===== config.mk =====
export PLATFORM = sky130hd
export DESIGN_NAME = iter_divider
export DESIGN_NICKNAME = d
export VERILOG_FILES = /design/src/rtl/div_pkg.sv /design/src/rtl/div_step.sv /design/src/rtl/iter_divider.sv
export SDC_FILE = /design/constraint.sdc
export NUM_CORES = 1
export LEC_CHECK = 0
export BUFFER_PORTS_ARGS = -buffer_cell sky130_fd_sc_hd__buf_2
export CAP_MARGIN = 40
export CORE_MARGIN = 4
export CORE_UTILIZATION = 40
export DETAILED_ROUTE_END_ITERATION = 10
export GPL_ROUTABILITY_DRIVEN = 0
export PLACE_DENSITY_LB_ADDON = 0.3
export SLEW_MARGIN = 5
export SYNTH_ARGS = -nofsm -noshare
export SYNTH_HDL_FRONTEND = slang
export SYNTH_SLANG_ARGS = --single-unit
export TNS_END_PERCENT = 1

===== constraint.sdc =====
create_clock -name Clk -period 2.3 [get_ports Clk]
set_input_delay 0.345 -clock Clk [delete_from_list [all_inputs] [get_ports Clk]]
set_output_delay 0.345 -clock Clk [all_outputs]
set_load 0.03 [all_outputs]

===== src/rtl/div_pkg.sv =====
// -----------------------------------------------------------------------------
// div_pkg
// Shared definitions for the iterative restoring divider.
//   div_state_t : controller states (IDLE, RUN, FIN)
//   div_cnt_w() : iteration counter width for a given DATAWIDTH, $clog2(DATAWIDTH)
// -----------------------------------------------------------------------------
package div_pkg;

   typedef enum logic [1:0] {
      IDLE = 2'd0,
      RUN  = 2'd1,
      FIN  = 2'd2
   } div_state_t;

   // The counter counts down from DATAWIDTH-1 to 0, so $clog2(DATAWIDTH) bits suffice.
   function automatic int div_cnt_w(input int dw);
      return (dw < 2) ? 1 : $clog2(dw);
   endfunction

endpackage


===== src/rtl/div_step.sv =====
// -----------------------------------------------------------------------------
// div_step
// One combinational restoring-division step.
//   prem    in  [DATAWIDTH:0]   partial remainder before the step
//   in_bit  in  1               next dividend bit shifted into the remainder
//   divisor in  [DATAWIDTH-1:0] divisor
//   nrem    out [DATAWIDTH:0]   partial remainder after the step
//   qbit    out 1               quotient bit produced by the step
// -----------------------------------------------------------------------------
module div_step
   import div_pkg::*;
#(
   parameter int DATAWIDTH = 8
) (
   input  logic [DATAWIDTH:0]   prem,
   input  logic                 in_bit,
   input  logic [DATAWIDTH-1:0] divisor,
   output logic [DATAWIDTH:0]   nrem,
   output logic                 qbit
);

   logic [DATAWIDTH+1:0] shifted;
   logic [DATAWIDTH+1:0] diff;

   // One guard bit above the shifted remainder carries the sign of the trial
   // subtraction; a clear sign bit means the divisor fit.
   always_comb begin
      shifted = {prem, in_bit};
      diff    = shifted - {2'b00, divisor};
      qbit    = ~diff[DATAWIDTH+1];
      nrem    = qbit ? diff[DATAWIDTH:0] : shifted[DATAWIDTH:0];
   end

endmodule


===== src/rtl/iter_divider.sv =====
// -----------------------------------------------------------------------------
// iter_divider
// Sequential unsigned restoring divider, one quotient bit per clock.
//   Clk          in  1          system clock, rising edge
//   Rst          in  1          synchronous active-high reset
//   start        in  1          request a division (accepted only in IDLE)
//   a            in  DATAWIDTH  dividend
//   b            in  DATAWIDTH  divisor
//   busy         out 1          division in progress (RUN or FIN)
//   done         out 1          one-cycle completion pulse
//   quot         out DATAWIDTH  quotient, held until next completion
//   rem          out DATAWIDTH  remainder, held until next completion
//   div_by_zero  out 1          last completed division had b = 0
// -----------------------------------------------------------------------------
module iter_divider
   import div_pkg::*;
#(
   parameter int DATAWIDTH = 8
) (
   input  logic                 Clk,
   input  logic                 Rst,
   input  logic                 start,
   input  logic [DATAWIDTH-1:0] a,
   input  logic [DATAWIDTH-1:0] b,
   output logic                 busy,
   output logic                 done,
   output logic [DATAWIDTH-1:0] quot,
   output logic [DATAWIDTH-1:0] rem,
   output logic                 div_by_zero
);

   localparam int            CW       = div_cnt_w(DATAWIDTH);
   localparam logic [CW-1:0] CNT_LOAD = CW'(DATAWIDTH - 1);

   div_state_t           state;
   div_state_t           next_state;
   logic                 accept;
   logic                 iterate;
   logic                 finish;

   logic [DATAWIDTH:0]   prem;
   logic [DATAWIDTH-1:0] qreg;
   logic [DATAWIDTH-1:0] divisor;
   logic [CW-1:0]        cnt;

   logic [DATAWIDTH:0]   step_rem;
   logic                 step_q;

   // ---- controller: state register ----
   always_ff @(posedge Clk) begin
      if (Rst) begin
         state <= IDLE;
         busy  <= 1'b0;
      end else begin
         state <= next_state;
         busy  <= (next_state != IDLE);
      end
   end

   // ---- controller: next state and strobes ----
   always_comb begin
      next_state = state;
      accept     = 1'b0;
      iterate    = 1'b0;
      finish     = 1'b0;
      unique case (state)
         IDLE: begin
            if (start) begin
               accept = 1'b1;
               // A zero divisor skips the iterations entirely.
               next_state = (b == '0) ? FIN : RUN;
            end
         end
         RUN: begin
            iterate = 1'b1;
            if (cnt == '0) next_state = FIN;
         end
         FIN: begin
            finish     = 1'b1;
            next_state = IDLE;
         end
         default: next_state = IDLE;
      endcase
   end

   // ---- datapath: operand capture and iteration ----
   // qreg starts as the dividend and is shifted out MSB-first into the
   // remainder while quotient bits enter at the LSB.
   always_ff @(posedge Clk) begin
      if (accept) begin
         qreg    <= a;
         divisor <= b;
         prem    <= '0;
         cnt     <= CNT_LOAD;
      end else if (iterate) begin
         qreg <= {qreg[DATAWIDTH-2:0], step_q};
         prem <= step_rem;
         cnt  <= cnt - CW'(1);
      end
   end

   div_step #(
      .DATAWIDTH(DATAWIDTH)
   ) u_step (
      .prem   (prem),
      .in_bit (qreg[DATAWIDTH-1]),
      .divisor(divisor),
      .nrem   (step_rem),
      .qbit   (step_q)
   );

   // ---- result registers ----
   // On divide-by-zero qreg still holds the untouched dividend, which is
   // exactly the remainder to report.
   always_ff @(posedge Clk) begin
      if (Rst) begin
         done        <= 1'b0;
         quot        <= '0;
         rem         <= '0;
         div_by_zero <= 1'b0;
      end else begin
         done <= finish;
         if (finish) begin
            if (divisor == '0) begin
               quot        <= '1;
               rem         <= qreg;
               div_by_zero <= 1'b1;
            end else begin
               quot        <= qreg;
               rem         <= prem[DATAWIDTH-1:0];
               div_by_zero <= 1'b0;
            end
         end
      end
   end

endmodule


==> results.sh, run 1 <==
export IMPL_min_from="b[5]"
export IMPL_yosys_warnings=0
export IMPL_synth_area_mm2=0.00243
export IMPL_worst_slack_ns=0.116
export IMPL_area_delta_synth_final_pct=17.2
export IMPL_grt_pass1_wl_um=8880
export IMPL_drt_iter0_drc=115
export IMPL_power_mw=2.42
export IMPL_fillers=599
export IMPL_p_leak_nw=1.20
export IMPL_cp_slowest_stage_delay_ns=0.46
export IMPL_chipHeight_um=86
export IMPL_ctsRootBufferMaster="clkbuf_8"
export IMPL_period_minus_slack_ns=2.18
export IMPL_first_pass_iters=4
export IMPL_cpMaxStageDelayCell="or4_1"
export IMPL_numPortBuffers=37
export IMPL_maxUsedRoutingLayer="met4"
export IMPL_r2r_end="prem[8]"
export IMPL_synth_cell_type_count=44
export IMPL_synthTopCellsByCount="dfxtp_1, nand2_1, nor2_1"
export IMPL_ant_nets=0
export IMPL_final_hold_violation_count=0
export IMPL_rows=28
export IMPL_startpoint_type="register"
export IMPL_drive_gt1_share_pct=26.2
export IMPL_critPathCaptureType="register"
export IMPL_final_nets=327
export IMPL_relSlewSlack_pct=71.8
export IMPL_crit_type="register to register"
export IMPL_wirelength_um=5290
export IMPL_crit_required_ns=2.54
export IMPL_cts_tree="built"
export IMPL_report_final_slew_viol_count=0
export IMPL_grt_pass1_vias=1932
export IMPL_start_util_pct=41.1
export IMPL_synth_ff_type="dfxtp_1"
export IMPL_grt_usage_pct=15.0
export IMPL_multiInputGateArea_mm2=0.00118
export IMPL_core_area_mm2=0.00592
export IMPL_status="finished clean"
export IMPL_num_vias=1907
export IMPL_irDropWorstVdd_v=0.000385
export IMPL_io_pins=38
export IMPL_synth_top_cell_by_area="dfxtp_1"
export IMPL_die_width_um=86
export IMPL_path_max_fanout=2
export IMPL_crit_family="simple AND/OR/NAND/NOR gates"
export IMPL_synthCells=255
export IMPL_hp_class="input pin to register"
export IMPL_clock_path_buffers=2
export IMPL_postSynthAreaPerCell_um2=9.54
export IMPL_synth_top_cell_area_share_pct=27.1
export IMPL_critPathBufInv=2
export IMPL_synth_edf_count=16
export IMPL_worst_hold_path_num_cells=1
export IMPL_cap_violations=0
export IMPL_clk_pin_slew_ns=0.09
export IMPL_synth_most_common_cell="dfxtp_1"
export IMPL_antenna_cells=0
export IMPL_async_flop_share_pct=0
export IMPL_power_per_cell_area_mw_per_mm2=850
export IMPL_clock_skew_ns=0.00638
export IMPL_syn_nets=285
export IMPL_r2r_setup_slack_ns=0.12
export IMPL_htreeDepth=2
export IMPL_preCtsSetupSlack_ns=-0.000763
export IMPL_met1_length_um=2490
export IMPL_cts_buffers=5
export IMPL_dp_hpwl_um=3970
export IMPL_wl_met2_um=2520
export IMPL_clock_latency_ns=0.30
export IMPL_drc=0
export IMPL_vias_per_cell=5.11
export IMPL_worstMarginPinSlew_ns=0.421
export IMPL_whs_endpoint="divisor[5]"
export IMPL_synthTopCellsByArea="dfxtp_1, edfxtp_1, ha_1, nand2_1, nor3_1"
export IMPL_die_area_mm2=0.00740
export IMPL_antenna_found_initial=0
export IMPL_worstReg2RegStart="qreg[7]"
export IMPL_wl_met3_um=210
export IMPL_gr_total_overflow=0
export IMPL_synth_seq_cells=49
export IMPL_r2r_cells=10
export IMPL_drt_wirelength_per_cell_um=14.2
export IMPL_cts_hold_buf=0
export IMPL_grt_max_degree=27
export IMPL_regArea_mm2=0.00114
export IMPL_setup_viol=0
export IMPL_max_freq_mhz=458
export IMPL_seq_area_frac_synth_pct=46.9
export IMPL_cp_cell_sequence="inv_1 -> ha_4 -> fa_2 -> nor2b_1 -> o211ai_1 -> a21boi_1 -> buf_4 -> o211a_1 -> or4_1 -> nand3_1"
export IMPL_post_route_period_util_pct=95.0
export IMPL_clock_sinks=49
export IMPL_crit_arrival_ns=2.43
[sequential cells by signal, indices dropped and copies added (netlist names)]
| name | count |
|---|---|
| busy | 1 |
| cnt | 3 |
| div_by_zero | 1 |
| divisor | 8 |
| done | 1 |
| prem | 9 |
| qreg | 8 |
| quot | 8 |
| rem | 8 |
| state | 2 |
[worst reg2reg max path: cells and delay by family, from the launching register on]
kind	cells	cell delay (ns)
compound gates	3	0.46
buf+inv	2	0.29
fa+ha+maj	2	0.37
flops	1	0.40
simple gates	3	0.59
[worst max-delay path by stage]
| stage | cells past startpoint | endpoint | slack (ns) | from |
|---|---|---|---|---|
| 2_1_floorplan | 8 | prem[6] | 0.1 | divisor[0] |
| 3_3_place_gp | 9 | prem[6] | 0.03 | qreg[7] |
| 3_5_place_dp | 9 | prem[6] | -0.0008 | qreg[7] |
| 4_1_cts | 9 | prem[6] | 0.03 | qreg[7] |
| 5_1_grt | 10 | prem[8] | -0.007 | qreg[7] |
| 6_report | 10 | prem[8] | 0.12 | qreg[7] |
[layout make-up]
type	count	area share [%]
inverter	17	2.24
sequential	49	40.0
clock inverter	2	0.482
multi-input combinational	174	41.5
timing repair buffer	50	9.91
clock buffer	6	2.54
tap	75	3.29
[per-layer routing]
| metal | track usage, % | up-vias |
|---|---|---|
| met5 | 0 | - |
| met4 | 4.32 | 0 |
| met3 | 3.27 | 8 |
| met2 | 25.0 | 37 |
| met1 | 19.5 | 875 |
| li1 | - | 987 |
[what timing repair did]
action	CTS	global route
gates resized for setup	2	5
buffers inserted	0	1
endpoints found under the setup margin	5	8
pin swaps	0	4
[layout by cell type (no fill, tap or decap), drive strengths merged, types with 2 or more instances in the layout]
master and n:
mux2 7, edfxtp 16, a211oi 4, nor3 20, nand3 7, o211ai 3, a311oi 9, o21a 3
nand2b 2, ha 10, o21ai 8, dfxtp 33, nor2b 5, a21oi 7, buf 50, clkbuf 6
mux2i 6, nor4 6, and2 2, nor2 26, xnor2 4, inv 18, a22oi 2, nand2 28
a31oi 2
[stage by stage]
step           hold WS, ns  cells  instance area [µm²]  setup TNS, ns  util, %
2_1_floorplan        0.417    255                 2430              0        -
3_3_place_gp         0.444    364                 2730              0     46.1
3_5_place_dp         0.448    364                 2730      -0.000763     46.1
4_1_cts              0.226    372                 2820              0     47.7
5_1_grt              0.225    373                 2850       -0.00993     48.2
6_report             0.237    373                 2850              0     48.2
[cells by family after synthesis]
logic type | synth area share [%]
flip-flops | 46.9
AO/OA/AOI/OAI | 13.8
multiplexers | 5.71
AND/OR/NAND/NOR | 20.5
buffers and inverters | 5.71
adder cells (fa/ha/maj) | 5.96
XOR/XNOR | 1.44
[report_power, final]
group          internal [mW]  switching, mW  leakage, nW
Sequential              1.01          0.105        0.426
Combinational          0.385          0.422        0.732
Clock                  0.217          0.285       0.0456
(Power assumes the default switching activity.)
==> run 2: changes to the inputs <==
Settings changed: CELL_PAD_IN_SITES_DETAIL_PLACEMENT set to 1, CELL_PAD_IN_SITES_GLOBAL_PLACEMENT set to 1, CORE_UTILIZATION 40 to 39.
==> run 2 against run 1 <==
Effect of this change: utilization rose by 0.94 points; via count rose by 6.4%; largest cell class unchanged; fmax fell by 1.1%; first-iteration DRC count fell by 25%.
==> results.sh, run 2 (synthesis gave the netlist of run 1 again) <==
export IMPL_chipHeight_um=87.0
export IMPL_grt_pass1_vias=2117
export IMPL_seqPwrFrac_pct=43.0
export IMPL_ctsRootBufferMaster="clkbuf_8"
export IMPL_worstMarginPinSlew_ns=0.434
export IMPL_drc=0
export IMPL_gr_total_overflow=0
export IMPL_post_route_period_util_pct=96.0
export IMPL_internal_power_mw=1.72
export IMPL_die_width_um=87.0
export IMPL_final_util_pct=49.1
export IMPL_crit_type="register to register"
export IMPL_whs_ns=0.223
export IMPL_cap_violations=0
export IMPL_grt_pass1_wl_um=9990
export IMPL_crit_required_ns=2.54
export IMPL_irDropWorstVdd_v=0.000397
export IMPL_io_pins=38
export IMPL_vias_per_cell=5.34
export IMPL_antenna_cells=0
export IMPL_grt_max_degree=27
export IMPL_start_util_pct=40.6
export IMPL_first_pass_iters=4
export IMPL_placed_cells=366
export IMPL_switching_share_pct=34.1
export IMPL_cts_buffers=5
export IMPL_clock_latency_ns=0.31
export IMPL_clockPowerShare_pct=20.7
export IMPL_numPortBuffers=37
export IMPL_wirelength_um=6170
export IMPL_htreeDepth=2
export IMPL_dp_hpwl_um=4730
export IMPL_p_switching_mw=0.890
export IMPL_fin_setup_tns_ns=0
export IMPL_relSlewSlack_pct=70.8
export IMPL_worst_hold_path_num_cells=1
export IMPL_crit_arrival_ns=2.45
export IMPL_max_freq_mhz=453
export IMPL_clk_pin_slew_ns=0.09
export IMPL_drive_gt1_share_pct=29.8
export IMPL_dpl_cell_area_mm2=0.00276
export IMPL_fin_area_mm2=0.00294
export IMPL_startpoint_type="register"
export IMPL_setup_viol=0
export IMPL_final_hold_violation_count=0
export IMPL_whs_endpoint="divisor[4]"
export IMPL_rsz0062_at_grt="yes"
export IMPL_status="finished clean"
export IMPL_ant_nets=0
export IMPL_clock_skew_ns=0.00988
export IMPL_antenna_found_initial=0
export IMPL_comb_power_share_pct=36.3
export IMPL_fillers=703
export IMPL_largest_reg_flops=9
export IMPL_worst_slack_ns=0.0928
export IMPL_power_per_cell_area_mw_per_mm2=887
export IMPL_stdcell_count=380
export IMPL_regMostFlops="prem"
export IMPL_preCtsSetupSlack_ns=-0.0355
export IMPL_clock_path_buffers=2
export IMPL_cts_tree="built"
export IMPL_clock_sinks=49
export IMPL_die_area_mm2=0.00757
export IMPL_r2r_cells=8
export IMPL_min_from="b[4]"
export IMPL_period_minus_slack_ns=2.21
export IMPL_drt_iter0_drc=86
export IMPL_r2r_end="prem[6]"
export IMPL_final_common_cell="buf_2"
export IMPL_grt_usage_pct=17.0
export IMPL_p_leak_nw=1.24
export IMPL_layout_common_cells="buf_2, dfxtp_1, nand2_1"
export IMPL_multiInputGateArea_mm2=0.00120
export IMPL_hp_class="input pin to register"
export IMPL_core_area_mm2=0.00599
export IMPL_drt_wirelength_per_cell_um=16.2
export IMPL_final_nets=334
export IMPL_num_vias=2030
export IMPL_critPathCaptureType="register"
export IMPL_power_mw=2.61
export IMPL_regArea_mm2=0.00114
export IMPL_path_max_fanout=7
export IMPL_r2r_setup_slack_ns=0.09
export IMPL_rows=28
export IMPL_report_final_slew_viol_count=0
export IMPL_area_delta_synth_final_pct=20.9
export IMPL_worstReg2RegStart="divisor[3]"
-- run 2: routing by layer --
layer | vias to the layer above | track usage [%] | share of wire (%)
met5 | - | 0 | 0
met4 | 0 | 5.38 | 1.8
met3 | 11 | 2.84 | 2.9
met2 | 28 | 29.6 | 51
met1 | 981 | 21.3 | 45
li1 | 1010 | - | -
-- run 2: power by group through the flow --
| stage | Combinational, mW | Clock (mW) | Sequential, mW |
|---|---|---|---|
| after CTS | 0.871 | 0.553 | 1.12 |
| after global placement | 0.826 | 0 | 1.14 |
| final | 0.948 | 0.540 | 1.12 |
| after floorplan | 0.655 | 0 | 1.09 |
| after detailed placement | 0.862 | 0 | 1.14 |
| after global routing | 1.05 | 0.592 | 1.14 |
-- run 2: layout make-up --
class | count | share of cell area (%)
Timing Repair Buffer | 57 | 11.8
Clock buffer | 5 | 2.34
Clock inverter | 3 | 0.850
Inverter | 17 | 2.17
Multi-Input combinational cell | 174 | 40.9
Tap cell | 75 | 3.19
Sequential cell | 49 | 38.8
-- run 2: what timing repair did --
item | CTS | global route
hold buffers | 0 | 0
pin swaps | 0 | 5
resized for setup | 2 | 10
setup endpoints to repair | 2 | 4
buffers inserted | 0 | 6
gates cloned | 0 | 0
-- run 2: worst max-delay path: stages (launching register included) --
cell,delay (ns)
edfxtp_1,0.36
inv_1,0.05
ha_1,0.36
o2111a_2,0.28
o21ba_4,0.16
o211ai_2,0.11
buf_12,0.15
or4b_1,0.52
a21oi_1,0.15
-- run 2: worst max-delay path by stage --
stage,from,to,slack (ns),cells past startpoint
finish,divisor[3],prem[6],0.09,8
detailed placement,divisor[0],prem[6],-0.04,8
CTS,divisor[0],prem[6],0.04,8
global placement,divisor[0],prem[6],0.06,8
global route,divisor[7],prem[6],-0.04,9
floorplan,divisor[0],prem[6],0.1,8
==> run 3: changes to the inputs <==
Settings changed: REMOVE_ABC_BUFFERS set to 1.
==> run 3 against run 2 <==
Effect of this change: combinational power shrank 0.9%; count of clock-buffer cells in the layout grew 1; first-iteration DRC count grew 14%; critical path type unchanged; wire length shrank 1.9%; largest cell class unchanged; global-route usage shrank 0.21 points; register-to-register slack lost 0.04 ns; critical path depth grew 2; final cell count shrank 0.79%.
==> results.sh, run 3 (synthesis gave the netlist of run 1 again) <==
export IMPL_status="finished clean"
export IMPL_first_pass_iters=4
export IMPL_grt_pass1_wl_um=9980
export IMPL_numPortBuffers=37
export IMPL_clock_latency_ns=0.31
export IMPL_preCtsSetupSlack_ns=-0.103
export IMPL_antenna_found_initial=0
export IMPL_cts_tree="built"
export IMPL_placed_cells=364
export IMPL_num_vias=2005
export IMPL_irDropWorstVdd_v=0.000412
export IMPL_worst_slack_ns=0.0521
export IMPL_regMostFlops="prem"
export IMPL_ant_nets=0
export IMPL_start_util_pct=40.6
export IMPL_io_pins=38
export IMPL_largest_reg_flops=9
export IMPL_vias_per_cell=5.32
export IMPL_post_route_period_util_pct=97.7
export IMPL_antenna_cells=0
export IMPL_drive_gt1_share_pct=29.8
export IMPL_clock_sinks=49
export IMPL_layout_common_cells="buf_2, dfxtp_1, nand2_1"
export IMPL_path_max_fanout=2
export IMPL_power_per_cell_area_mw_per_mm2=894
export IMPL_dp_hpwl_um=4480
export IMPL_die_area_mm2=0.00757
export IMPL_fin_area_mm2=0.00292
export IMPL_drc=0
export IMPL_crit_type="register to register"
export IMPL_p_leak_nw=1.23
export IMPL_grt_usage_pct=16.8
export IMPL_stdcell_count=377
export IMPL_area_delta_synth_final_pct=20.1
export IMPL_setup_viol=0
export IMPL_hp_class="input pin to register"
export IMPL_clock_skew_ns=0.0102
export IMPL_drt_iter0_drc=98
export IMPL_worstMarginPinSlew_ns=0.478
export IMPL_gr_total_overflow=0
export IMPL_core_area_mm2=0.00599
export IMPL_final_nets=331
export IMPL_max_freq_mhz=445
export IMPL_htreeDepth=2
export IMPL_cts_buffers=5
export IMPL_ctsRootBufferMaster="clkbuf_8"
export IMPL_chipHeight_um=87.0
export IMPL_clock_path_buffers=2
export IMPL_crit_required_ns=2.55
export IMPL_crit_arrival_ns=2.50
export IMPL_report_final_slew_viol_count=0
export IMPL_grt_pass1_vias=2086
export IMPL_drt_wirelength_per_cell_um=16.1
export IMPL_wirelength_um=6050
export IMPL_rows=28
export IMPL_cts_hold_buf=0
export IMPL_critPathCaptureType="register"
export IMPL_cap_violations=0
export IMPL_period_minus_slack_ns=2.25
export IMPL_final_common_cell="buf_2"
export IMPL_startpoint_type="register"
export IMPL_dpl_cell_area_mm2=0.00273
export IMPL_rsz0062_at_grt="yes"
export IMPL_clk_pin_slew_ns=0.10
export IMPL_relSlewSlack_pct=68.1
export IMPL_die_width_um=87.0
export IMPL_grt_max_degree=27
export IMPL_power_mw=2.61
export IMPL_final_hold_violation_count=0
[run 3: changes by cell type in the layout (fill, tap and decap cells not counted), sizes merged]
cell	change
buf	-3
clkinv	+2
inv	-2
clkbuf	+1
clkinvlp	-1
[run 3: worst paths after layout]
check | cells past startpoint | slack, ns | from | to
hold / removal | 1 | 0.23 | b[3] | divisor[3]
setup reg to reg | 10 | 0.05 | qreg[7] | prem[8]
hold reg to reg | 2 | 0.46 | div_by_zero | div_by_zero
setup / recovery | 10 | 0.05 | qreg[7] | prem[8]
[run 3: metrics by stage]
step | hold WS (ns) | utilization [%] | setup TNS [ns]
after detailed placement | 0.451 | 45.6 | -0.709
after global routing | 0.217 | 48.8 | -0.0509
final | 0.228 | 48.8 | 0
after floorplan | 0.414 | - | 0
after CTS | 0.221 | 48.0 | 0
after global placement | 0.444 | 45.6 | -0.233
[run 3: final cells by class]
type,instances,area (µm²)
fill,712,3070
multi-input combinational,174,1200
sequential,49,1140
timing repair buffer,54,325
tap,75,93.8
clock buffer,6,82.6
inverter,17,63.8
clock inverter,2,13.8
[run 3: metal layers]
| layer | up-vias | track usage, % | wire length, µm |
|---|---|---|---|
| li1 | 997 | - | - |
| met1 | 968 | 21.5 | 2740 |
| met2 | 32 | 27.4 | 3020 |
| met3 | 8 | 3.69 | 205 |
| met4 | 0 | 6.52 | 84 |
| met5 | - | 0 | 0 |
[run 3: what timing repair did]
action | in CTS | in global routing
endpoints found under the setup margin | 9 | 9
resized for setup | 6 | 7
setup buffers | 1 | 4
gates cloned | 0 | 0
pin swaps | 2 | 4
[run 3: critical path, cell delays in order (launching register included)]
cell and delay (ns):
edfxtp_1 0.44, inv_2 0.12, ha_4 0.16, fa_2 0.22, nor2b_2 0.05, o211ai_1 0.17
a21boi_1 0.11, buf_4 0.14, o211a_1 0.22, or4_1 0.47, nand3_1 0.08
[run 3: where the power goes]
part           leakage [nW]  total, mW  switching (mW)  internal, mW
sequential            0.426       1.12           0.111          1.01
combinational         0.755      0.939           0.472         0.467
clock                0.0512      0.553           0.309         0.245
total                  1.23       2.61           0.892          1.72
